### src/rtl/sysid_checker_pkg.sv
// sysid_checker_pkg: shared types and constants for the system-ID checker.
package sysid_checker_pkg;

  localparam int unsigned DATA_W  = 32;
  localparam int unsigned TIMER_W = 8;
  localparam int unsigned RETRY_W = 2;

  // System-ID slave word addresses
  localparam logic SYSID_ADDR_ID = 1'b0;
  localparam logic SYSID_ADDR_TS = 1'b1;

  typedef enum logic [1:0] {
    IDLE  = 2'd0,
    RD_ID = 2'd1,
    RD_TS = 2'd2,
    DONE  = 2'd3
  } state_e;

  // Words captured from the system-ID slave
  typedef struct packed {
    logic [DATA_W-1:0] id;
    logic [DATA_W-1:0] ts;
  } sysid_words_t;

  // True in the states that own an outstanding Avalon read
  function automatic logic is_access(input state_e s);
    return (s == RD_ID) || (s == RD_TS);
  endfunction

endpackage

### src/rtl/sysid_checker_timer.sv
// sysid_checker_timer: per-access waitrequest stall counter with terminal-count flag.
// expired_c fires on the stall cycle that completes TIMEOUT_CYCLES stalls.
module sysid_checker_timer
  import sysid_checker_pkg::*;
#(
  parameter int unsigned TIMEOUT_CYCLES = 255
)(
  input  logic clock,
  input  logic reset_n,
  input  logic clear,
  input  logic enable,
  output logic expired_c
);

  localparam logic [TIMER_W-1:0] LAST_STALL = TIMER_W'(TIMEOUT_CYCLES - 1);

  logic [TIMER_W-1:0] count_q;

  // Stall counter: clear wins over count
  always_ff @(posedge clock or negedge reset_n) begin
    if (!reset_n) begin
      count_q <= '0;
    end else if (clear) begin
      count_q <= '0;
    end else if (enable) begin
      count_q <= count_q + TIMER_W'(1);
    end
  end

  assign expired_c = enable && (count_q == LAST_STALL);

endmodule

### config.mk
export PLATFORM = sky130hd
export DESIGN_NAME = sysid_checker_timer
export DESIGN_NICKNAME = d
export VERILOG_FILES = /design/src/rtl/sysid_checker_pkg.sv /design/src/rtl/sysid_checker_timer.sv
export SDC_FILE = /design/constraint.sdc
export NUM_CORES = 1
export LEC_CHECK = 0
export ABC_AREA = 1
export CAP_MARGIN = 30
export CELL_PAD_IN_SITES_DETAIL_PLACEMENT = 1
export CELL_PAD_IN_SITES_GLOBAL_PLACEMENT = 1
export CORE_AREA = 2 2 39 41
export DETAILED_ROUTE_END_ITERATION = 8
export DIE_AREA = 0 0 41 43
export PLACE_DENSITY = 0.8
export SYNTH_ARGS = -nofsm -noshare
export SYNTH_HDL_FRONTEND = slang
export SYNTH_SLANG_ARGS = --single-unit
export TNS_END_PERCENT = 5
### constraint.sdc
create_clock -name clock -period 1.19 [get_ports clock]
set_clock_uncertainty 0.05 [all_clocks]
set_input_delay 0.238 -clock clock [delete_from_list [all_inputs] [get_ports clock]]
set_output_delay 0.238 -clock clock [all_outputs]
set_load 0.005 [all_outputs]
[After elaboration in Yosys (flattened, before gate mapping)]
Index checks and enable logic that the tools add are counted.
Storage, ports and cells
  output and inout bits: 1
  bits in latches: 0
  logic and storage cells: 7
  bits in writable memories: 0
  flip-flop bits (word level): 8
  input bits: 4
  bits in read-only memories: 0
  memories kept: 0
Cells by class
  reduce and logical (&&, ||, !) cells: 2
  equality and inequality tests: 1
  $lt $le $gt $ge: 0
  divide/modulo/power cells: 0
  mux-type cells: 2
  bitwise gates (word level): 0
  shift operators: 0
  multipliers: 0
  $add $sub $neg: 1
Operator list (count)
  $mux W8: 2
  $add A8 B1 Y8 const B: 1
  $eq A8 B8 Y1 const B: 1
  $reduce_bool A2 Y1: 1
  $logic_and A1 B1 Y1: 1

[Longest topological paths before layout]
  word-level depth: 3
  mapped depth: 6
  depth with buffers taken out: 6

[Worst setup path before layout]
No wires, ideal clock.
  path kind: flip-flop to output port
  from: register count_q[0]
  to: output expired_c
  required time: 902 ps
  path slack: 18 ps
  buffers on the path: 0
  arrival time: 884 ps
  cell stages (with the launch flop): 5
  cells stage by stage: dfrtp_1 inv_1 ha_1 nand3_1 nor3_1
Between the ends
  cells in the longest elaborated chain, start to end: 2
Ends and longest elaborated chain
  from (decl): line sysid_checker_timer.sv:17  | logic [TIMER_W-1:0] count_q;
  from (signal assigned): line sysid_checker_timer.sv:26  | count_q <= count_q + TIMER_W'(1);
  $eq A8 B8 Y1: line sysid_checker_timer.sv:30  | assign expired_c = enable && (count_q == LAST_STALL);
  $logic_and A1 B1 Y1: line sysid_checker_timer.sv:30
  to (decl): line sysid_checker_timer.sv:12  | output logic expired_c
No other way between the ends.

[Worst setup path after layout]
Same ends and word-level chain as after synthesis.

==> flow_metrics.tcl <==
set metrics [dict create \
    syn_inst 64 \
    irDropWorstVdd_uv 601.6 \
    preCtsSetupSlack_ps -627.8 \
    largest_reg_flops 8 \
    synth_area_sq_um 474.2 \
    required_ps 900 \
    synth-edff-count 0 \
    grt_pass1_vias 522 \
    drtPass1Iterations 4 \
    p_leak_nw 0.3320 \
    gr-total-overflow 0 \
    yosys-top-cells-count "nand2_1, nor2_1, dfrtp_1, inv_1, nand3_1" \
    cts.htree.levels 1 \
    clock.fmax_ghz 0.7026 \
    slew_violations 0 \
    diodes 0 \
    wl_um 1310 \
    path_max_fanout 2 \
    fin_nets 94 \
    timing.hold.ws_ps 234.9 \
    rows 14 \
    syn_area_per_cell_sq_um 7.409 \
    clock_latency_ps 250 \
    end_kind "output pin" \
    finalHoldViolCount 0 \
    fillers 173 \
    multi_input_area_sq_um 287.8 \
    period_share 1.196 \
    startpoint_type "register" \
    reg_top3 "count_q x8" \
    viasPerCell 4.843 \
    hold_class "in2async" \
    setup-tns-final_ps -255.8 \
    grt_usage 0.1937 \
    start_util 0.3427 \
    power_density_nw_per_um2 1150 \
    cts_buffer_depth 2 \
    r2r_slack_ps -20 \
    r2r_cells 7 \
    ys_warn_count 0 \
    antenna_found_initial 0 \
    io_buffers 4 \
    place_area_sq_um 639.4 \
    drc 0 \
    finalSetupViolations 2 \
    synth-seq-area-share 0.4222 \
    first_iter_violations 2 \
    r2r-start "count_q[1]$_DFFE_PN0P_" \
    ys_async_sr_fraction 1.000 \
    cp-endpoint "expired_c" \
    core_region_area_sq_um 1384 \
    ys_types 14 \
    drive_gt1_frac 0.3605 \
    crit_arrival_ps 1140 \
    grt_max_degree 9 \
    antenna_left 0 \
    regArea_sq_um 200.2 \
    ys.flop_type "dfrtp_1" \
    final_area_sq_um 706.9 \
    failed_checks "setup timing" \
    ys_seq_elements 8 \
    synth_top_area_frac 0.4222 \
    period_minus_slack_ps 1423 \
    setup_ws_ps -233.3 \
    synth_area_leaders "dfrtp_1, nand2_1, nor2_1, nand3_1, inv_1" \
    r2r_end "count_q[6]$_DFFE_PN0P_" \
    syn_to_final_growth_pct 49.08 \
    cts.reportedPaths.clkPinSlew_ps 50 \
    cts_root_buf "clkbuf_4" \
    rsz0062_at_grt "true" \
    worstMarginPinSlew_ps 415.9 \
    maxCapViolations 0 \
    tritoncts "built" \
    detailed_place_hpwl_um 995.1 \
    numCtsBuffers 3 \
    die_h_um 43 \
    fp.dieW_um 41 \
    criticalPathCategory "reg2out" \
    crit_start "count_q[0]$_DFFE_PN0P_" \
    regMostFlops "count_q" \
    relSlewSlack 0.7219 \
    outcome "finished with violations" \
    wire_per_inst_um 12.84 \
    ios 5 \
    yosysTopAreaCell "dfrtp_1" \
    clock-sinks 8 \
    place_congestion 0.8091 \
    syn_nets 70 \
    grt_first_pass_wirelength_um 2228 \
    yosysMostFrequentCell "nand2_1" \
    num_vias 494 \
    holdBufCountCts 0 \
    die_area_sq_um 1763 \
]
[worst max-delay path, cell delays in order (launching register included)]
cell and delay [ps]:
dfrtp_1 390, inv_2 80, ha_4 120, nand3_2 70, nor3_2 100, buf_2 120
[through the flow]
step | std cells | utilization | power, mW
3_5_place_dp | 98 | 0.4620 | 0.5359
4_1_cts | 102 | 0.5045 | 0.8213
6_report | 102 | 0.5109 | 0.8130
5_1_grt | 102 | 0.5109 | 0.8816
3_3_place_gp | 98 | 0.4620 | 0.5166
2_1_floorplan | 64 | - | 0.4093
[report_power, final]
part | leakage (nW) | internal (mW) | switching (mW)
Clock | 0.0138 | 0.115 | 0.0924
Sequential | 0.109 | 0.301 | 0.0235
Combinational | 0.209 | 0.140 | 0.141
[metal layers]
| metal | wire [um] | track usage | vias up | part of all wire |
|---|---|---|---|---|
| met4 | 25 | 0.1000 | 0 | 0.019 |
| li1 | - | - | 248 | - |
| met1 | 562 | 0.2326 | 236 | 0.43 |
| met2 | 706 | 0.3125 | 6 | 0.54 |
| met5 | 0 | 0 | - | 0 |
| met3 | 16 | 0.03141 | 4 | 0.012 |
[cell families after synthesis]
kind of cell | count (synthesis) | share of synthesized area
AOI/OAI and AO/OA | 4 | 0.05013
adders and majority gates | 2 | 0.05276
buffers and inverters | 8 | 0.06333
DFF | 8 | 0.4222
and+or+nand+nor | 42 | 0.4116
[cell type report]
class | count | share of cell area
inverters | 8 | 0.04248
clock buffers | 3 | 0.03186
repair buffers | 19 | 0.2071
flip-flops and latches | 8 | 0.2832
multi-input cells | 48 | 0.4071
well taps | 16 | 0.02832
[what timing repair did]
| item | 4_1_cts | 5_1_grt |
|---|---|---|
| pin swaps | 3 | 3 |
| gates resized for setup | 13 | 2 |
| setup buffers | 1 | 0 |
| endpoints found under the setup margin | 5 | 8 |
[how the worst min path moves through the flow]
stage          cells past startpoint  slack [ps]                      to    start
6_report                           1         230  count_q[4]$_DFFE_PN0P_  reset_n
5_1_grt                            1         240  count_q[4]$_DFFE_PN0P_  reset_n
4_1_cts                            1         230  count_q[4]$_DFFE_PN0P_  reset_n
3_5_place_dp                       1         510  count_q[4]$_DFFE_PN0P_  reset_n
3_3_place_gp                       1         490  count_q[0]$_DFFE_PN0P_  reset_n
2_1_floorplan                      0        -110  count_q[0]$_DFFE_PN0P_  reset_n
[cell usage in the layout (no fill, tap or decap)]
cell / n
nand3_2: 2
inv_1: 6
clkdlybuf4s50_1: 2
o21ai_0: 1
nor3_2: 1
ha_4: 2
buf_4: 15
inv_2: 2
dfrtp_1: 8
buf_2: 1
clkbuf_4: 3
nand4_1: 2
a21oi_2: 2
nand2_1: 18
nor2_4: 3
a21oi_1: 1
nor2_1: 11
dlygate4sd2_1: 1
nand3_1: 5
(Power assumes the default switching activity.)
